File: config.mk
export PLATFORM = sky130hd
export DESIGN_NAME = aes_key_expand
export DESIGN_NICKNAME = d
export VERILOG_FILES = /design/src/rtl/aes_pkg.sv /design/src/rtl/SubTable.sv /design/src/rtl/aes_sub_word.sv /design/src/rtl/aes_key_expand.sv
export SDC_FILE = /design/constraint.sdc
export NUM_CORES = 2
export LEC_CHECK = 0
export ABC_AREA = 1
export CELL_PAD_IN_SITES_DETAIL_PLACEMENT = 1
export CELL_PAD_IN_SITES_GLOBAL_PLACEMENT = 1
export CORE_UTILIZATION = 49
export DETAILED_ROUTE_END_ITERATION = 8
export GPL_TIMING_DRIVEN = 0
export PLACE_DENSITY_LB_ADDON = 0.1
export SLEW_MARGIN = 30
export SYNTH_ARGS = -nofsm -noshare
export SYNTH_HDL_FRONTEND = slang
export SYNTH_SLANG_ARGS = --single-unit
export TNS_END_PERCENT = 5
File: constraint.sdc
create_clock -name clk -period 20.4 [get_ports clk]
set_clock_uncertainty 0.2 [all_clocks]
set_input_delay 4.08 -clock clk [delete_from_list [all_inputs] [get_ports clk]]
set_output_delay 4.08 -clock clk [all_outputs]
set_load 0.01 [all_outputs]
File: src/rtl/aes_pkg.sv
// Shared AES constants, key-schedule FSM state type and the GF(2^8) xtime helper.
package aes_pkg;

  localparam int         AES_NR_128 = 10;
  localparam logic [7:0] RCON_INIT  = 8'h01;

  typedef enum logic [0:0] {
    KS_IDLE,
    KS_EXPAND
  } ks_state_t;

  // Multiply by x in GF(2^8) modulo the AES polynomial x^8+x^4+x^3+x+1.
  function automatic logic [7:0] xtime(input logic [7:0] x);
    return {x[6:0], 1'b0} ^ (x[7] ? 8'h1b : 8'h00);
  endfunction

endpackage

File: src/rtl/SubTable.sv
// AES forward S-box: one byte in, substituted byte out, purely combinational.
module SubTable (
  input  logic [7:0] a,
  output logic [7:0] y
);

  // Entry 0 occupies the top byte, so byte a lives at bit offset (255-a)*8 = {~a,3'b0}.
  localparam logic [2047:0] SBOX = {
    128'h637c777bf26b6fc53001672bfed7ab76,
    128'hca82c97dfa5947f0add4a2af9ca472c0,
    128'hb7fd9326363ff7cc34a5e5f171d83115,
    128'h04c723c31896059a071280e2eb27b275,
    128'h09832c1a1b6e5aa0523bd6b329e32f84,
    128'h53d100ed20fcb15b6acbbe394a4c58cf,
    128'hd0efaafb434d338545f9027f503c9fa8,
    128'h51a3408f929d38f5bcb6da2110fff3d2,
    128'hcd0c13ec5f974417c4a77e3d645d1973,
    128'h60814fdc222a908846eeb814de5e0bdb,
    128'he0323a0a4906245cc2d3ac629195e479,
    128'he7c8376d8dd54ea96c56f4ea657aae08,
    128'hba78252e1ca6b4c6e8dd741f4bbd8b8a,
    128'h703eb5664803f60e613557b986c11d9e,
    128'he1f8981169d98e949b1e87e9ce5528df,
    128'h8ca1890dbfe6426841992d0fb054bb16
  };

  assign y = SBOX[{~a, 3'b000} +: 8];

endmodule

File: src/rtl/aes_sub_word.sv
// SubWord: four parallel S-box lookups on a 32-bit word; combinational, shared with SubBytes.
module aes_sub_word (
  input  logic [31:0] w,
  output logic [31:0] s
);

  for (genvar b = 0; b < 4; b++) begin : g_sbox
    SubTable u_sub_table (
      .a (w[8*b +: 8]),
      .y (s[8*b +: 8])
    );
  end

endmodule

File: src/rtl/aes_key_expand.sv
// Iterative AES-128 key schedule: one round key per clock into a store read by index.
// Key 0 appears the cycle after start is accepted, key NR NR cycles later; start is ignored while busy.
module aes_key_expand
  import aes_pkg::*;
#(
  parameter int NR    = AES_NR_128,
  parameter int IDX_W = 4
) (
  input  logic               clk,
  input  logic               rst,
  input  logic               start,
  input  logic [127:0]       key_in,
  output logic               busy,
  output logic               key_ready,
  output logic               rk_valid,
  output logic [IDX_W-1:0]   rk_idx,
  output logic [127:0]       rk,
  input  logic [IDX_W-1:0]   rk_rd_idx,
  output logic [127:0]       rk_rd_data
);

  ks_state_t          state;
  logic [127:0]       store [0:NR];
  logic [127:0]       prev;
  logic [7:0]         rcon;
  logic [IDX_W-1:0]   cnt;

  logic [31:0]        rot;
  logic [31:0]        sub;
  logic [31:0]        t;
  logic [31:0]        w0, w1, w2, w3;
  logic [127:0]       next_key;

  // Round function works from the previous-key register so the path is one S-box deep.
  assign rot = {prev[23:0], prev[31:24]};

  aes_sub_word u_sub_word (
    .w (rot),
    .s (sub)
  );

  assign t        = sub ^ {rcon, 24'h0};
  assign w0       = prev[127:96] ^ t;
  assign w1       = prev[95:64]  ^ w0;
  assign w2       = prev[63:32]  ^ w1;
  assign w3       = prev[31:0]   ^ w2;
  assign next_key = {w0, w1, w2, w3};

  always_ff @(posedge clk) begin
    if (rst) begin
      state     <= KS_IDLE;
      busy      <= 1'b0;
      key_ready <= 1'b0;
      rk_valid  <= 1'b0;
      rk_idx    <= '0;
      rk        <= '0;
      rcon      <= RCON_INIT;
      prev      <= '0;
      cnt       <= '0;
      for (int i = 0; i <= NR; i++) store[i] <= '0;
    end else begin
      case (state)
        KS_IDLE: begin
          rk_valid <= 1'b0;
          if (start) begin
            state     <= KS_EXPAND;
            busy      <= 1'b1;
            key_ready <= 1'b0;
            rk_valid  <= 1'b1;
            rk_idx    <= '0;
            rk        <= key_in;
            store[0]  <= key_in;
            prev      <= key_in;
            rcon      <= RCON_INIT;
            cnt       <= IDX_W'(1);
          end
        end
        KS_EXPAND: begin
          // One extra cycle after key NR keeps busy high while that key is presented.
          if (cnt == IDX_W'(NR + 1)) begin
            state     <= KS_IDLE;
            busy      <= 1'b0;
            key_ready <= 1'b1;
            rk_valid  <= 1'b0;
          end else begin
            store[cnt] <= next_key;
            rk_valid   <= 1'b1;
            rk_idx     <= cnt;
            rk         <= next_key;
            prev       <= next_key;
            rcon       <= xtime(rcon);
            cnt        <= cnt + IDX_W'(1);
          end
        end
        default: state <= KS_IDLE;
      endcase
    end
  end

  assign rk_rd_data = (rk_rd_idx > IDX_W'(NR)) ? '0 : store[rk_rd_idx];

endmodule

==> out/metrics.yaml, run 1 <==
cts-root-buf: "clkbuf_16"
error: "[ERROR GRT-0232] Routing congestion too high. Check the congestion heatmap in the GUI."
die_x_um: 409
netlist-cell-type-count: 48
cts_sinks: 1555
synthFlopType: "edfxtp_1"
grt_max_degree: 52
outcome: "aborted with a tool error"
post-dp-hpwl_um: 369000
overflow: 191
synth.area.mux_share_pct: 0
synth_compound_area_share_pct: 11.0
synthTopCellsByArea: "edfxtp_1, nand3_1, nor2_1"
place.port_buffers: 395
synth_fa_ha_area_share_pct: 0.938
yosysTopAreaCellShare_pct: 47.2
yosys.area_share.simple_pct: 27.1
clock_path_buffers: 3
synth_seq_cells: 1555
htreeDepth: 4
initial_core_util_pct: 49.4
flow.stopped_at: "5_1_grt"
synth_top_family_by_area: "simple AND/OR/NAND/NOR gates"
postCtsHoldBufs: 0
synth_nets: 9895
cts_made_buffers: 149
synthesis.area_um2: 81400
synthCells: 9699
synth_largest_area_cell: "edfxtp_1"
routabilityCongestion: 1.08
rows: 149
yosys.area_share.xor_xnor_pct: 0.0969
ys.warnings.count: 0
io_pins: 398
post_cts_buffers: 0
ys_seq_area_share_pct: 54.0
die_h_um: 409
grt_util_all_layers_pct: 83.2
ctsResizeCount: 0
synth-edff-count: 1280
detailed_place.area_um2: 89600
syn_avg_cell_area_um2: 8.39
ys_async_sr_fraction_pct: 0
==> through the flow <==
stage	std cells	hold WS [ps]	setup slack, ps	setup TNS (ps)
floorplan	9699	252	5870	0
global placement	12300	243	-1690	-213710
CTS	12600	340	8070	0
detailed placement	12400	289	8070	0
==> cells in the mapped netlist (9+ instances only) <==
library cell	number
a21boi_1	12
a21oi_1	140
a22oi_1	24
buf_1	48
buf_2	200
buf_4	64
buf_6	20
clkbuf_1	480
dfxtp_1	275
edfxtp_1	1280
ha_1	61
inv_1	420
inv_2	54
inv_4	13
nand2_1	1482
nand2_2	51
nand2_4	10
nand3_1	1594
nand3_2	15
nand4_1	11
nor2_1	2063
o211ai_1	170
o21ai_0	854
o21ai_1	26
o221ai_1	128
o22ai_1	133
xor2_1	9
==> per-layer routing <==
metal | track usage [%] | GRT overflow
met1 | 83.2 | 24
met2 | 93.9 | 83
met3 | 74.3 | 14
met4 | 80.3 | 70
met5 | 56.2 | 0
==> logic make-up after synthesis <==
group / count (synthesis)
adders and majority gates: 61
DFF: 1555
and+or+nand+nor: 5247
buffers and inverters: 1305
AOI/OAI and AO/OA: 1522
xor gates and xnor gates: 9
==> run 2: changes to the inputs <==
CELL_PAD_IN_SITES_DETAIL_PLACEMENT = unset   (was 1)
CELL_PAD_IN_SITES_GLOBAL_PLACEMENT = unset   (was 1)
CORE_UTILIZATION = 40   (was 49)
PLACE_DENSITY_LB_ADDON = 0.15   (was 0.1)
==> out/metrics.yaml, run 2 <==
synthTopCellsByCount: "nor2_1, nand3_1, nand2_1"
ctsResizeCount: 0
cts_tree: "done"
die-area_um2: 205000
cts_sinks: 1555
final_core_util_pct: 47.3
holdWs_ps: 254
swShare_pct: 40.7
die_x_um: 453
clock_path_buffers: 3
min_period_ps: 12280
syn_to_final_growth_pct: 17.5
crit_type: "input port to output port"
drt_iter0_markers: 12600
p_int_mw: 6.23
grt_util_all_layers_pct: 42.0
p_leak_nw: 37.0
fmax_ghz: 0.0814
synthTopCellsByArea: "edfxtp_1, nand3_1, nor2_1"
relSlewSlack_pct: 20.8
tightest_slew_ps: 1190
detailed_place.area_um2: 90300
grt_pass1_wl_um: 600000
dp_slack_ps: 8320
synthFlopType: "edfxtp_1"
netlist-cell-type-count: 48
antenna_found_initial: 30
setup_tns_ps: 0
ys_seq_area_share_pct: 54.0
post-dp-hpwl_um: 332000
overflow: 0
cts_made_buffers: 160
num_vias: 81200
die_h_um: 453
dr.pass1.iters: 9
synth-edff-count: 1280
worst_ep_required_time_ps: 16120
top_regs: "store: 1408 flops, prev: 128 flops, rcon: 8 flops"
setup_ws_ps: 8120
cap_violations: 0
ant_nets: 0
synthCells: 9699
rsz0062_at_grt: "false"
post_cts_buffers: 0
crit_path_end_kind: "output port"
syn_avg_cell_area_um2: 8.39
power_frac_seq_pct: 36.6
wl_um: 443000
ys_async_sr_fraction_pct: 0
ys.warnings.count: 0
initial_core_util_pct: 40.3
power_frac_clock_pct: 28.7
io_pins: 398
outcome: "complete, no violations"
min_path_type: "register to register"
cts-root-buf: "clkbuf_16"
yosysMostFrequentCell: "nor2_1"
rows: 165
final_area_um2: 95600
grt_max_degree: 46
htreeDepth: 4
cp_max_fo: 10
drive_gt1_share_pct: 8.04
avgViaCountPerCell: 6.17
arrival_ps: 8000
routabilityCongestion: 1.04
postCtsHoldBufs: 0
period_share_pct: 60.2
synth_seq_cells: 1555
power.density_nw_per_um2: 110
yosysTopAreaCellShare_pct: 47.2
core_area_um2: 202000
p_comb_share_pct: 34.7
power_switching_mw: 4.28
synth_largest_area_cell: "edfxtp_1"
path_clk_slew_ps: 60
synth_nets: 9895
detail_route.wl_per_cell_um: 33.7
largest_reg_flops: 1408
drv_slew: 0
mostFrequentLayoutCells: "nor2_1, nand3_1, nand2_1"
drc: 0
final_common_cell: "nor2_1"
regMostFlops: "store"
final_net_count: 10500
finalHoldViolations: 0
critPathLaunchType: "input port"
grt_pass1_vias: 75000
place.port_buffers: 395
ir_worst_vdd_mv: 0.0696
insertion_delay_ps: 860
setup_viol: 0
synthesis.area_um2: 81400
run 2: cell counts after synthesis:
No cell type changed its count.
run 2: worst paths after layout:
check                     from             end  slack (ps)  cells past startpoint
setup / recovery  rk_rd_idx[1]  rk_rd_data[19]        8120                     10
hold / removal       rk_idx[2]       rk_idx[2]         250                      2
setup reg to reg      prev[25]    store[8][35]       14330                     20
hold reg to reg      rk_idx[2]       rk_idx[2]         250                      2
run 2: cell type report:
type	instances	area (um^2)
fill	19700	107000
sequential	1555	43900
multi-input combinational	6839	31900
timing repair buffer	469	5390
clock buffer	212	4310
buffer	814	3790
tap	2672	3340
inverter	491	1880
clock inverter	84	926
antenna	18	45.0
run 2: through the flow:
step | instances | total power, mW
4_1_cts | 13100 | 10.3
6_report | 13200 | 10.5
3_3_place_gp | 12800 | 7.38
3_5_place_dp | 12800 | 7.35
2_1_floorplan | 9699 | 5.64
5_1_grt | 13100 | 10.7
run 2: kinds of logic (layout without fill, tap and decap cells):
kind of cell	after synthesis	count (layout)	synth area share, %
adder cells (fa/ha/maj)	61	61	0.938
XOR/XNOR	9	9	0.0969
AO/OA/AOI/OAI	1522	1522	11.0
AND/OR/NAND/NOR	5247	5247	27.1
other	0	18	0
flip-flops	1555	1555	54.0
buffers and inverters	1305	2070	6.86
run 2: per-layer routing:
metal | global-route usage (%) | up-vias | wire [um]
li1 | - | 34500 | -
met1 | 53.6 | 39800 | 167000
met2 | 62.3 | 5599 | 190000
met3 | 8.44 | 1253 | 45500
met4 | 32.6 | 20 | 40600
met5 | 0 | - | 131
run 2: power by group through the flow:
stage	sequential (mW)	clock [mW]	combinational, mW
after floorplan	3.85	0	1.79
after global placement	3.96	0	3.42
after detailed placement	3.90	0	3.44
after CTS	3.84	3.01	3.46
after global routing	3.85	3.12	3.74
final	3.85	3.02	3.65
run 2: critical path, cell delays in order:
cell and delay [ps]:
clkdlybuf4s50_1 740, clkinv_1 350, nor2_1 200, clkbuf_2 520, clkbuf_1 690, nand2_1 130, o211ai_1 170, nand3_1 190
nand2_1 300, clkdlybuf4s50_1 600
(Power assumes the default switching activity.)
